## config.mk

```make
export PLATFORM = sky130hd
export DESIGN_NAME = vga_fill_engine
export DESIGN_NICKNAME = d
export VERILOG_FILES = /design/src/rtl/vga_fill_engine.sv
export SDC_FILE = /design/constraint.sdc
export NUM_CORES = 1
export LEC_CHECK = 0
export BUFFER_PORTS_ARGS = -buffer_cell sky130_fd_sc_hd__buf_2
export CORE_ASPECT_RATIO = 0.9
export CORE_MARGIN = 10
export CORE_UTILIZATION = 40
export DETAILED_ROUTE_END_ITERATION = 12
export PLACE_DENSITY = 0.61
export SYNTH_ARGS = -nofsm -noshare
export SYNTH_HDL_FRONTEND = slang
export SYNTH_SLANG_ARGS = --single-unit
export TNS_END_PERCENT = 10
```

## constraint.sdc

```tcl
create_clock -name clk -period 3.18 [get_ports clk]
set_input_delay 0.795 -clock clk [delete_from_list [all_inputs] [get_ports clk]]
set_output_delay 0.795 -clock clk [all_outputs]
set_load 0.005 [all_outputs]
```

## src/rtl/vga_fill_engine.sv

```systemverilog
// Rectangle-fill engine owning VRAM port A; the CPU always wins arbitration, the fill sequencer stalls.
// Optional macro VGA_FILL_VBLANK_SYNC_EN holds each accepted fill until the next vblank rising edge.
module vga_fill_engine #(
    parameter int unsigned HRES = 640,
    parameter int unsigned VRES = 480
) (
    input  logic        clk,
    input  logic        rst_n,
    input  logic        cpu_sel,
    input  logic        cpu_we,
    input  logic [18:0] cpu_addr,
    input  logic [11:0] cpu_wdata,
    output logic [11:0] cpu_rdata,
    input  logic [9:0]  fill_x0,
    input  logic [8:0]  fill_y0,
    input  logic [9:0]  fill_w,
    input  logic [8:0]  fill_h,
    input  logic [11:0] fill_color,
    input  logic        fill_start,
    input  logic        fill_abort,
    input  logic        vblank,
    output logic        fill_busy,
    output logic        fill_done,
    output logic        fill_clip,
    output logic        vram_en,
    output logic        vram_we,
    output logic [18:0] vram_addr,
    output logic [11:0] vram_din,
    input  logic [11:0] vram_dout
);

    localparam logic [1:0] ST_IDLE   = 2'd0;
`ifdef VGA_FILL_VBLANK_SYNC_EN
    localparam logic [1:0] ST_WAITVB = 2'd1;
`endif
    localparam logic [1:0] ST_RUN    = 2'd2;
    localparam logic [1:0] ST_DONE   = 2'd3;

    localparam logic [10:0] HRES_C = 11'(HRES);
    localparam logic [9:0]  VRES_C = 10'(VRES);

    logic [1:0]  state_q, state_d;
    logic [9:0]  col_q, col_d;
    logic [8:0]  row_q, row_d;
    logic [18:0] row_base_q, row_base_d;
    logic [10:0] weff_q, weff_d;
    logic [9:0]  heff_q, heff_d;
    logic [11:0] color_q, color_d;
    logic        clip_q, clip_d;

    logic        fill_wr;
    logic [10:0] x0_ext, w_ext, rem_w;
    logic [9:0]  y0_ext, h_ext, rem_h;
    logic        reject, clip_w, clip_h, col_last, row_last;

    // Constant multiply by HRES as a sum of shifted copies of y0 (one adder per set bit).
    function automatic logic [18:0] mul_hres(input logic [8:0] y);
        logic [18:0] acc;
        acc = '0;
        for (int unsigned i = 0; i < 11; i++) begin
            if (((HRES >> i) & 1) != 0) begin
                acc = acc + (19'(y) << i);
            end
        end
        return acc;
    endfunction

`ifdef VGA_FILL_VBLANK_SYNC_EN
    logic vblank_q;
    always_ff @(posedge clk or negedge rst_n) begin
        if (!rst_n) vblank_q <= 1'b0;
        else        vblank_q <= vblank;
    end
`else
    logic unused_vblank;
    assign unused_vblank = vblank;
`endif

    always_comb begin
        x0_ext   = {1'b0, fill_x0};
        y0_ext   = {1'b0, fill_y0};
        w_ext    = {1'b0, fill_w};
        h_ext    = {1'b0, fill_h};
        rem_w    = HRES_C - x0_ext;
        rem_h    = VRES_C - y0_ext;
        reject   = (fill_w == '0) || (fill_h == '0) || (x0_ext >= HRES_C) || (y0_ext >= VRES_C);
        clip_w   = w_ext > rem_w;
        clip_h   = h_ext > rem_h;
        col_last = (({1'b0, col_q} + 11'd1) == weff_q);
        row_last = (({1'b0, row_q} + 10'd1) == heff_q);
    end

    always_comb begin
        state_d    = state_q;
        col_d      = col_q;
        row_d      = row_q;
        row_base_d = row_base_q;
        weff_d     = weff_q;
        heff_d     = heff_q;
        color_d    = color_q;
        clip_d     = clip_q;
        fill_wr    = 1'b0;
        case (state_q)
            ST_IDLE: begin
                if (fill_start) begin
                    col_d      = '0;
                    row_d      = '0;
                    row_base_d = mul_hres(fill_y0) + 19'(fill_x0);
                    weff_d     = clip_w ? rem_w : w_ext;
                    heff_d     = clip_h ? rem_h : h_ext;
                    color_d    = fill_color;
                    clip_d     = reject | clip_w | clip_h;
`ifdef VGA_FILL_VBLANK_SYNC_EN
                    state_d    = reject ? ST_DONE : ST_WAITVB;
`else
                    state_d    = reject ? ST_DONE : ST_RUN;
`endif
                end
            end
`ifdef VGA_FILL_VBLANK_SYNC_EN
            ST_WAITVB: begin
                if (fill_abort)               state_d = ST_DONE;
                else if (vblank && !vblank_q) state_d = ST_RUN;
            end
`endif
            ST_RUN: begin
                // Abort suppresses this cycle's write even if it would have been the last one.
                if (fill_abort) begin
                    state_d = ST_DONE;
                end else if (!cpu_sel) begin
                    fill_wr = 1'b1;
                    if (!col_last) begin
                        col_d = col_q + 10'd1;
                    end else if (!row_last) begin
                        col_d      = '0;
                        row_d      = row_q + 9'd1;
                        row_base_d = row_base_q + 19'(HRES);
                    end else begin
                        state_d = ST_DONE;
                    end
                end
            end
            default: state_d = ST_IDLE;
        endcase
    end

    always_comb begin
        vram_en   = 1'b0;
        vram_we   = 1'b0;
        vram_addr = '0;
        vram_din  = '0;
        if (cpu_sel) begin
            vram_en   = 1'b1;
            vram_we   = cpu_we;
            vram_addr = cpu_addr;
            vram_din  = cpu_wdata;
        end else if (fill_wr) begin
            vram_en   = 1'b1;
            vram_we   = 1'b1;
            vram_addr = row_base_q + 19'(col_q);
            vram_din  = color_q;
        end
    end

    always_ff @(posedge clk or negedge rst_n) begin
        if (!rst_n) begin
            state_q    <= ST_IDLE;
            col_q      <= '0;
            row_q      <= '0;
            row_base_q <= '0;
            weff_q     <= '0;
            heff_q     <= '0;
            color_q    <= '0;
            clip_q     <= 1'b0;
        end else begin
            state_q    <= state_d;
            col_q      <= col_d;
            row_q      <= row_d;
            row_base_q <= row_base_d;
            weff_q     <= weff_d;
            heff_q     <= heff_d;
            color_q    <= color_d;
            clip_q     <= clip_d;
        end
    end

`ifdef VGA_FILL_VBLANK_SYNC_EN
    assign fill_busy = (state_q == ST_RUN) || (state_q == ST_WAITVB);
`else
    assign fill_busy = (state_q == ST_RUN);
`endif
    assign fill_done = (state_q == ST_DONE);
    assign fill_clip = clip_q;
    assign cpu_rdata = vram_dout;

endmodule

```

==> metrics.txt, run 1 <==
Routed Wire Length=19,100 µm; Die W=roughly 160 µm; total of max-cap violations=0; Cells after Synth=a little over 800; largest net degree at the start of global routing=36; outcome=finished, violations left; kind of critical path=register to output pin; Worst path top cell family by delay=compound AO/OA/AOI/OAI gates; Async S/R FF share, synth=1.00; clock buffer count from CTS=9; initial antenna violation count=0; Final setup viols=10; Synth cell types=78; GR Util All Layers=0.172; Synth Cell Area=6620 µm²; Worst Path Max Fanout=5; final-report max-slew violation count=0; most frequent cell after synthesis=nand2_1; fin crit period=3.41 ns; Final Power=between 5000 and 6000 µW; Crit. End Element=output pin; Die Ht=142 µm; max incr delay on CP=0.36 ns; Post-synth EDFFs=0; worst path cell trace=ha_2 > inv_2 > fa_2 > nor2b_2 > o21ai_2 > a21boi_2 > o21ai_2 > a211oi_2 > buf_4 > o211ai_1 > xor2_1 > o21ai_1 > buf_2; DRT iter0 DRCs=295; Slew HR=0.487; cts-stage hold buffer count=0; wire length per cell=16.0 µm; sequential area share after synthesis=0.280; crit path launch type=register; top post-synthesis cells by count=143 x nand2_1, 74 x dfrtp_1, 58 x o21ai_0; GPL Wtd Cong=0.924; dpl cells=about 1,200; Via density=5.35; CTS sink count=74; Vias=around 6,400; Setup Skew=0.00746 ns; number of buffers inserted by port buffering=122; Yosys top cell by area=dfrtp_1; share of layout cells above drive strength 1=0.270; CP bufs+invs=3; CP required=2.38 ns; Clock H-tree levels=3; failing checks=negative setup slack; I/O pin count=148; worst-margin pin slew=0.767 ns; clock root cell=clkbuf_16; fin area=8180 µm²; CTS tree=built; crit share post-route=1.07; Max IR drop VDD=331 µV; WP data arrival=2.62 ns; final worst setup slack=-0.234 ns; Syn-to-layout area delta=23.6%; top cells by area, synth=dfrtp_1 28%, ha_1 8.3%, nand2_1 8.1%; synth warn=0; # rows=44; post-route non-filler standard cell count=~1,200; gr ovfl total=0; critical path's slowest cell=dfrtp_1; ys flop type=dfrtp_1; remaining antenna violation count=0; CP dominant cell by count=o21ai_2; Pwr Density=698 nW/µm²; Skew-Pair Late Insertion Delay=0.35 ns; RSZ-0062 raised after global routing=yes; Detail Placement HPWL=~15,000 µm; # diodes=0; Pleak=0.00384 µW; clock-pin slew on the worst setup and hold paths=approximately 0.06 ns; Layout Nets=between 1,000 and 1,500; Hold WC Path Type=input port to async pin; # DRC=0; Fmax=293 MHz; Initial Utilization=0.409; number of synthesized register bits=74; Longest Clk Path Bufs=2; first-pass GRT wire length=31,300 µm; core area=about 16,000 µm²; Final Hold Vio Count=0; TritonRoute pass-1 iters=5; post-synth top area share=0.280; Die ar.=22,100 µm²; Cell Area, Placed=7760 µm²; setup TNS=-1.18 ns; vias in the first global route=6,197; post-synthesis area per instance=about 8 µm²; syn_nets=a little under 1,000
## layout by cell type (no fill, tap or decap), types with 33 or more instances in the layout
| cell type | Yosys | final |
|---|---|---|
| nor2_1 | 49 | 49 |
| dfrtp_1 | 74 | 74 |
| o21ai_0 | 58 | 45 |
| ha_1 | 44 | 41 |
| buf_2 | 6 | 121 |
| inv_1 | 36 | 35 |
| nand2_1 | 143 | 142 |
| a21oi_1 | 40 | 37 |
| buf_4 | 16 | 72 |
| xnor2_1 | 33 | 33 |
## registers in the layout, indices dropped and copies added (netlist names)
name	flops
row_base_q	19
color_q	12
weff_q	11
col_q	10
heff_q	10
row_q	9
state_q	2
fill_clip	1
## where the power goes
| group | total (µW) | internal (µW) | leakage, µW | switching [µW] |
|---|---|---|---|---|
| logic | 2970 | 1340 | 0.00277 | 1630 |
| clock network | 1070 | 650 | 0.000145 | 420 |
| registers | 1660 | 1300 | 0.000923 | 365 |
## area by class of cell
class / instances / area [µm²]
repair buffers: 195 / 1180
clock inverters: 4 / 50.0
multi-input cells: 664 / 4450
clock buffers: 12 / 256
flip-flops and latches: 74 / 1850
inverters: 36 / 135
well taps: 207 / 259
fillers: 1595 / 8010
## cell families (layout without fill, tap and decap cells)
group           count (synthesis)  in the layout  synth area share
xor+xnor                       63             63            0.0834
compound gates                219            219             0.226
flops                          74             74             0.280
fa+ha+maj                      47             47            0.0923
mux                            14             14            0.0227
simple gates                  321            321             0.235
buf+inv                        84            247            0.0613
## metrics by stage
stage | hold slack, ns | setup WS, ns | utilization
floorplan | 0.447 | -0.0291 | -
global route | 0.420 | -0.345 | 0.505
detailed placement | 0.470 | -0.238 | 0.480
global placement | 0.474 | -0.136 | 0.480
CTS | 0.405 | -0.268 | 0.500
finish | 0.386 | -0.234 | 0.505
## worst paths after layout
kind / startpoint / end / slack, ns / cells after the start
worst max-delay path: col_q[0] / vram_addr[18] / -0.23 / 13
worst min-delay path: rst_n / row_base_q[14] / 0.39 / 1
worst max register to register: col_q[0] / row_base_q[13] / 0.17 / 10
worst min register to register: color_q[11] / color_q[11] / 0.49 / 2
max in group asynchronous: rst_n / fill_clip / 2.13 / 2
min in group clk: color_q[11] / color_q[11] / 0.49 / 2
## per-layer routing
metal,up-vias,routed length [µm],GRT usage
met5,-,0,0
met4,0,244,0.0458
met3,20,1700,0.0586
met2,198,7580,0.241
met1,2916,9550,0.243
li1,3247,-,-
## repair_timing
item / in CTS / in global routing
gates resized for setup: 11 / 20
setup buffers: 2 / 2
endpoints found under the setup margin: 13 / 21
pin swaps: 6 / 13
## worst register-to-register path: cells and delay by family, from the launching register on
family          cells  cell delay, ns
simple gates        4            1.03
buf+inv             1            0.17
compound gates      4            1.01
flops               1            0.39
fa+ha+maj           1            0.28
No activity file was read; power rests on OpenSTA's default activity.
==> run 2: changes to the inputs <==
--- a/config.mk
+++ b/config.mk
@@ -7,10 +7,11 @@
 export LEC_CHECK = 0
 export BUFFER_PORTS_ARGS = -buffer_cell sky130_fd_sc_hd__buf_2
 export CORE_ASPECT_RATIO = 0.9
-export CORE_MARGIN = 10
+export CORE_MARGIN = 8
 export CORE_UTILIZATION = 40
 export DETAILED_ROUTE_END_ITERATION = 12
 export PLACE_DENSITY = 0.61
+export SKIP_LAST_GASP = 1
 export SYNTH_ARGS = -nofsm -noshare
 export SYNTH_HDL_FRONTEND = slang
 export SYNTH_SLANG_ARGS = --single-unit
==> constraint.sdc (replaced) <==
create_clock -name clk -period 3.18 [get_ports clk]
set_input_delay 0.954 -clock clk [delete_from_list [all_inputs] [get_ports clk]]
set_output_delay 0.954 -clock clk [all_outputs]
set_load 0.005 [all_outputs]
==> metrics.txt, run 2 (synthesized netlist as in run 1, its figures left out) <==
outcome=finished, violations left; failing checks=negative setup slack; r2r startpoint=col_q[1]; cts-stage hold buffer count=0; Hold WC Path Type=register to register; GR Util All Layers=0.185; Skew-Pair Late Insertion Delay=between 0.3 and 0.4 ns; wire length per cell=16.0 µm; Slew HR=0.539; clock root cell=clkbuf_16; CTS sink count=74; met2 wire length=7790 µm; WL met1=9450 µm; Fillers=1,612; core area=16,200 µm²; sw power=2380 µW; # DRC=0; CTS tree=built; crit share post-route=1.12; most common cell after layout, fill and taps aside=nand2_1; Pleak=0.00390 µW; internal power=3290 µW; Worst Path Max Fanout=5; post-route non-filler standard cell count=1,202; GPL Wtd Cong=about 0.90; Max IR drop VDD=355 µV; DRT iter0 DRCs=252; Final setup viols=22; initial antenna violation count=0; beginning of the critical path=col_q[0]; hold_sp=color_q[2]; kind of critical path=register to output pin; WP data arrival=2.62 ns; CP dominant cell by count=o21ai_2; CP required=around 2.2 ns; most frequent cells in the layout=143 x nand2_1, 121 x buf_2, 81 x buf_4; first-pass GRT wire length=31,400 µm; Biggest register=row_base_q; Longest Clk Path Bufs=2; Die Ht=138 µm; Logic pwr share=0.531; area of the multi-input gates=4450 µm²; max reg flops=19; Clock H-tree levels=3; Fmax=280 MHz; # rows=44; crit path launch type=register; Routed Wire Length=19,300 µm; final core utilization=0.510; dpl cells=around 1,200; FF-to-FF path depth=11; power share of the clock group=0.181; RSZ-0062 raised after global routing=yes; Worst path top cell family by delay=compound AO/OA/AOI/OAI gates; sequential share of power=0.288; biggest regs=row_base_q (19), color_q (12), weff_q (11); Setup Skew=approximately 0.0066 ns; Worst Hold Depth=2; Layout Nets=around 1,100; routed wl met3=1680 µm; fin crit period=3.57 ns; Die W=152 µm; final worst setup slack=-0.393 ns; clock-pin slew on the worst setup and hold paths=0.06 ns; share of layout cells above drive strength 1=0.280; vias in the first global route=6,330; TritonRoute pass-1 iters=5; # diodes=0; gr ovfl total=0; Final Hold Vio Count=0; CP bufs+invs=3; I/O pin count=148; critical path's slowest cell=dfrtp_2; FF-to-FF End=row_base_q[9]; max incr delay on CP=~0.36 ns; storage element area=1850 µm²; worst-margin pin slew=0.692 ns; Vias=6,433; worst hold slack=between 0.4 and 0.5 ns; final-report max-slew violation count=0; Detail Placement HPWL=15,300 µm; Initial Utilization=0.409; Pwr Density=about 690 nW/µm²; Die ar.=20,900 µm²; Hold Crit Endpoint=color_q[2]; Max Used Layer=met4; largest net degree at the start of global routing=52; Via density=5.35; clock buffer count from CTS=9; Worst R2R Setup Slack=0.09 ns; Net Sw Frac=0.420; number of buffers inserted by port buffering=around 120; Syn-to-layout area delta=24.8%; remaining antenna violation count=0; worst path cell trace=ha_2 > inv_2 > fa_2 > nor2b_2 > o21ai_2 > a21boi_2 > o21ai_2 > a211oi_2 > buf_4 > o211ai_1 > xor2_1 > o21ai_1 > buf_2; Crit. End Element=output pin; total of max-cap violations=0; setup TNS=-2.83 ns
-- run 2: changes by cell type in the layout (fill, tap and decap cells not counted), moves of 2 or more --
cell        previous run  this run
buf_4                 72        81
nor2_2                 0         3
clkinvlp_4             2         0
nor2_1                49        46
o21ai_1               17        15
-- run 2: metrics by stage --
step           total power [µW]  setup slack [ns]  cell area, µm²
2_1_floorplan              3620           -0.0356            6670
3_3_place_gp               4520            -0.344            7890
3_5_place_dp               4570            -0.355            7890
4_1_cts                    5650            -0.423            8210
5_1_grt                    6180            -0.575            8260
6_report                   5670            -0.393            8260
-- run 2: worst max path at each step --
stage	endpoint	cells past startpoint
2_1_floorplan	vram_addr[0]	8
3_3_place_gp	weff_q[0]	12
3_5_place_dp	weff_q[2]	11
4_1_cts	vram_addr[18]	13
5_1_grt	vram_addr[18]	13
6_report	vram_addr[18]	13
-- run 2: final cells by class --
cell class	instances	area share
inverter	36	0.0164
clock buffer	12	0.0298
clock inverter	3	0.00485
timing repair buffer	206	0.155
tap	207	0.0314
sequential	74	0.224
multi-input combinational	664	0.539
-- run 2: metal layers --
metal  track usage  vias up
li1              -     3260
met2         0.269      213
met4        0.0603        0
met5             0        -
met3        0.0434       23
met1         0.261     2937
-- run 2: what timing repair did --
| item | CTS | global route |
|---|---|---|
| pin swaps | 3 | 11 |
| gates resized for setup | 8 | 14 |
| setup buffers | 2 | 2 |
| endpoints found under the setup margin | 19 | 54 |
-- run 2: power groups by stage --
stage	sequential [µW]	combinational, µW	clock, µW
2_1_floorplan	1550	2070	0
3_3_place_gp	1630	2890	0
3_5_place_dp	1640	2930	0
4_1_cts	1630	2980	1040
5_1_grt	1690	3400	1090
6_report	1630	3010	1030
-- run 2: tightest hold or removal path: cells and delay by family (launching register included) --
kind / cells / cell delay [ns]
flops: 1 / 0.35
simple gates: 2 / 0.10
==> run 3: changes to the inputs <==
--- a/config.mk
+++ b/config.mk
@@ -5,7 +5,7 @@
 export SDC_FILE = /design/constraint.sdc
 export NUM_CORES = 1
 export LEC_CHECK = 0
-export BUFFER_PORTS_ARGS = -buffer_cell sky130_fd_sc_hd__buf_2
+export BUFFER_PORTS_ARGS = -buffer_cell sky130_fd_sc_hd__clkbuf_2
 export CORE_ASPECT_RATIO = 0.9
 export CORE_MARGIN = 8
 export CORE_UTILIZATION = 40
==> metrics.txt, run 3 (synthesized netlist as in run 1, its figures left out) <==
max incr delay on CP=0.39 ns; biggest regs=row_base_q (19), color_q (12), weff_q (11); Initial Utilization=0.409; Hold WC Path Type=register to register; Layout Nets=between 1,000 and 1,500; Via density=approximately 5.3; Die ar.=roughly 21,000 µm²; number of buffers inserted by port buffering=around 120; CP bufs+invs=3; Die W=152 µm; critical path's slowest cell=dfrtp_1; CP required=between 2 and 2.5 ns; largest net degree at the start of global routing=47; share of layout cells above drive strength 1=0.283; worst path cell trace=ha_4 > inv_2 > fa_2 > nor2b_2 > o21ai_2 > a21boi_2 > o21ai_2 > a211oi_2 > buf_4 > o211ai_1 > xor2_1 > o21ai_1 > buf_2; worst-margin pin slew=0.642 ns; TritonRoute pass-1 iters=5; final-report max-slew violation count=0; wire length per cell=15.9 µm; Pleak=0.00392 µW; Detail Placement HPWL=15,300 µm; Skew-Pair Late Insertion Delay=0.34 ns; crit share post-route=1.12; GPL Wtd Cong=~0.89; Worst path top cell family by delay=compound AO/OA/AOI/OAI gates; Crit. End Element=output pin; fin area=~8300 µm²; gr ovfl total=0; fin crit period=3.55 ns; clock root cell=clkbuf_16; Die Ht=138 µm; Longest Clk Path Bufs=2; Max IR drop VDD=446 µV; remaining antenna violation count=0; # DRC=0; worst hold slack=0.482 ns; first-pass GRT wire length=around 31,000 µm; WP data arrival=2.60 ns; final worst setup slack=-0.373 ns; # rows=44; Vias=6,401; most frequent cells in the layout=143 x nand2_1, 118 x clkbuf_2, 84 x buf_4; CTS sink count=74; vias in the first global route=6,150; Worst Path Max Fanout=5; Final Hold Vio Count=0; initial antenna violation count=0; RSZ-0062 raised after global routing=yes; total of max-cap violations=0; Biggest register=row_base_q; Routed Wire Length=19,200 µm; kind of critical path=register to output pin; core area=16,200 µm²; Fmax=281 MHz; outcome=finished, violations left; Syn-to-layout area delta=25.2%; DRT iter0 DRCs=374; Slew HR=0.572; Clock H-tree levels=3; Final Power=5630 µW; CP dominant cell by count=o21ai_2; GR Util All Layers=0.182; Final setup viols=13; clock buffer count from CTS=9; max reg flops=19; failing checks=negative setup slack; Setup Skew=0.00357 ns; crit path launch type=register; CTS tree=built; most common cell after layout, fill and taps aside=nand2_1; clock-pin slew on the worst setup and hold paths=~0.060 ns; Pwr Density=just under 700 nW/µm²; Cell Area, Placed=7920 µm²; # diodes=0; I/O pin count=148
==> run 3: changes by cell type in the layout (fill, tap and decap cells not counted), sizes merged <==
| cell | delta |
|---|---|
| clkinvlp | +1 |
| bufinv | -1 |
| clkbuf | +119 |
| clkinv | -1 |
| buf | -115 |
==> run 3: cell type report <==
cell class	instances	area, µm²
tap	207	259
fill	1593	7900
multi-input combinational	664	4460
inverter	36	135
clock buffer	13	260
clock inverter	2	12.5
timing repair buffer	209	1310
sequential	74	1850
==> run 3: stage by stage <==
step | util | worst slack, ns | TNS, ns | std cells
floorplan | - | -0.0356 | -0.662 | 822
global placement | 0.489 | -0.324 | -5.36 | 1185
detailed placement | 0.489 | -0.325 | -5.76 | 1185
CTS | 0.508 | -0.403 | -4.04 | 1201
global route | 0.512 | -0.501 | -7.88 | 1205
finish | 0.512 | -0.373 | -2.55 | 1205
==> run 3: layer usage <==
layer,vias up,global-route usage,wire [µm]
met4,0,0.0541,235
li1,3274,-,-
met3,18,0.0457,1590
met1,2904,0.262,9460
met5,-,0,0
met2,205,0.262,7900
==> run 3: power breakdown <==
group          leakage, µW  internal [µW]  switching, µW
Clock             0.000132            566            399
Sequential        0.000922           1300            338
Combinational      0.00287           1380           1640
==> run 3: worst paths after layout <==
check,slack (ns),cells past startpoint,start,endpoint
setup / recovery,-0.37,13,row_base_q[0],vram_addr[18]
hold / removal,0.48,2,color_q[0],color_q[0]
setup reg to reg,0.12,11,col_q[1],row_base_q[9]
hold reg to reg,0.48,2,color_q[0],color_q[0]
max in group asynchronous,1.95,2,rst_n,weff_q[5]
min in group asynchronous,0.64,1,rst_n,row_base_q[18]
==> run 3: worst reg2reg max path: stages, from the launching register on <==
cell and delay (ns):
dfrtp_1 0.38, buf_6 0.13, buf_4 0.14, ha_1 0.26, and3_1 0.25, a311oi_1 0.27
a31oi_1 0.10, or2_4 0.27, a2111oi_4 0.52, nand2b_1 0.19, and2_1 0.31, a2bb2oi_1 0.11
==> run 3: timing repair <==
| action | CTS | global route |
|---|---|---|
| endpoints found under the hold margin | 0 | 0 |
| hold buffers | 0 | 0 |
| setup endpoints to repair | 14 | 62 |
| pin swaps | 1 | 8 |
| cloned | 0 | 0 |
| buffers inserted | 1 | 4 |
| resized for setup | 10 | 16 |
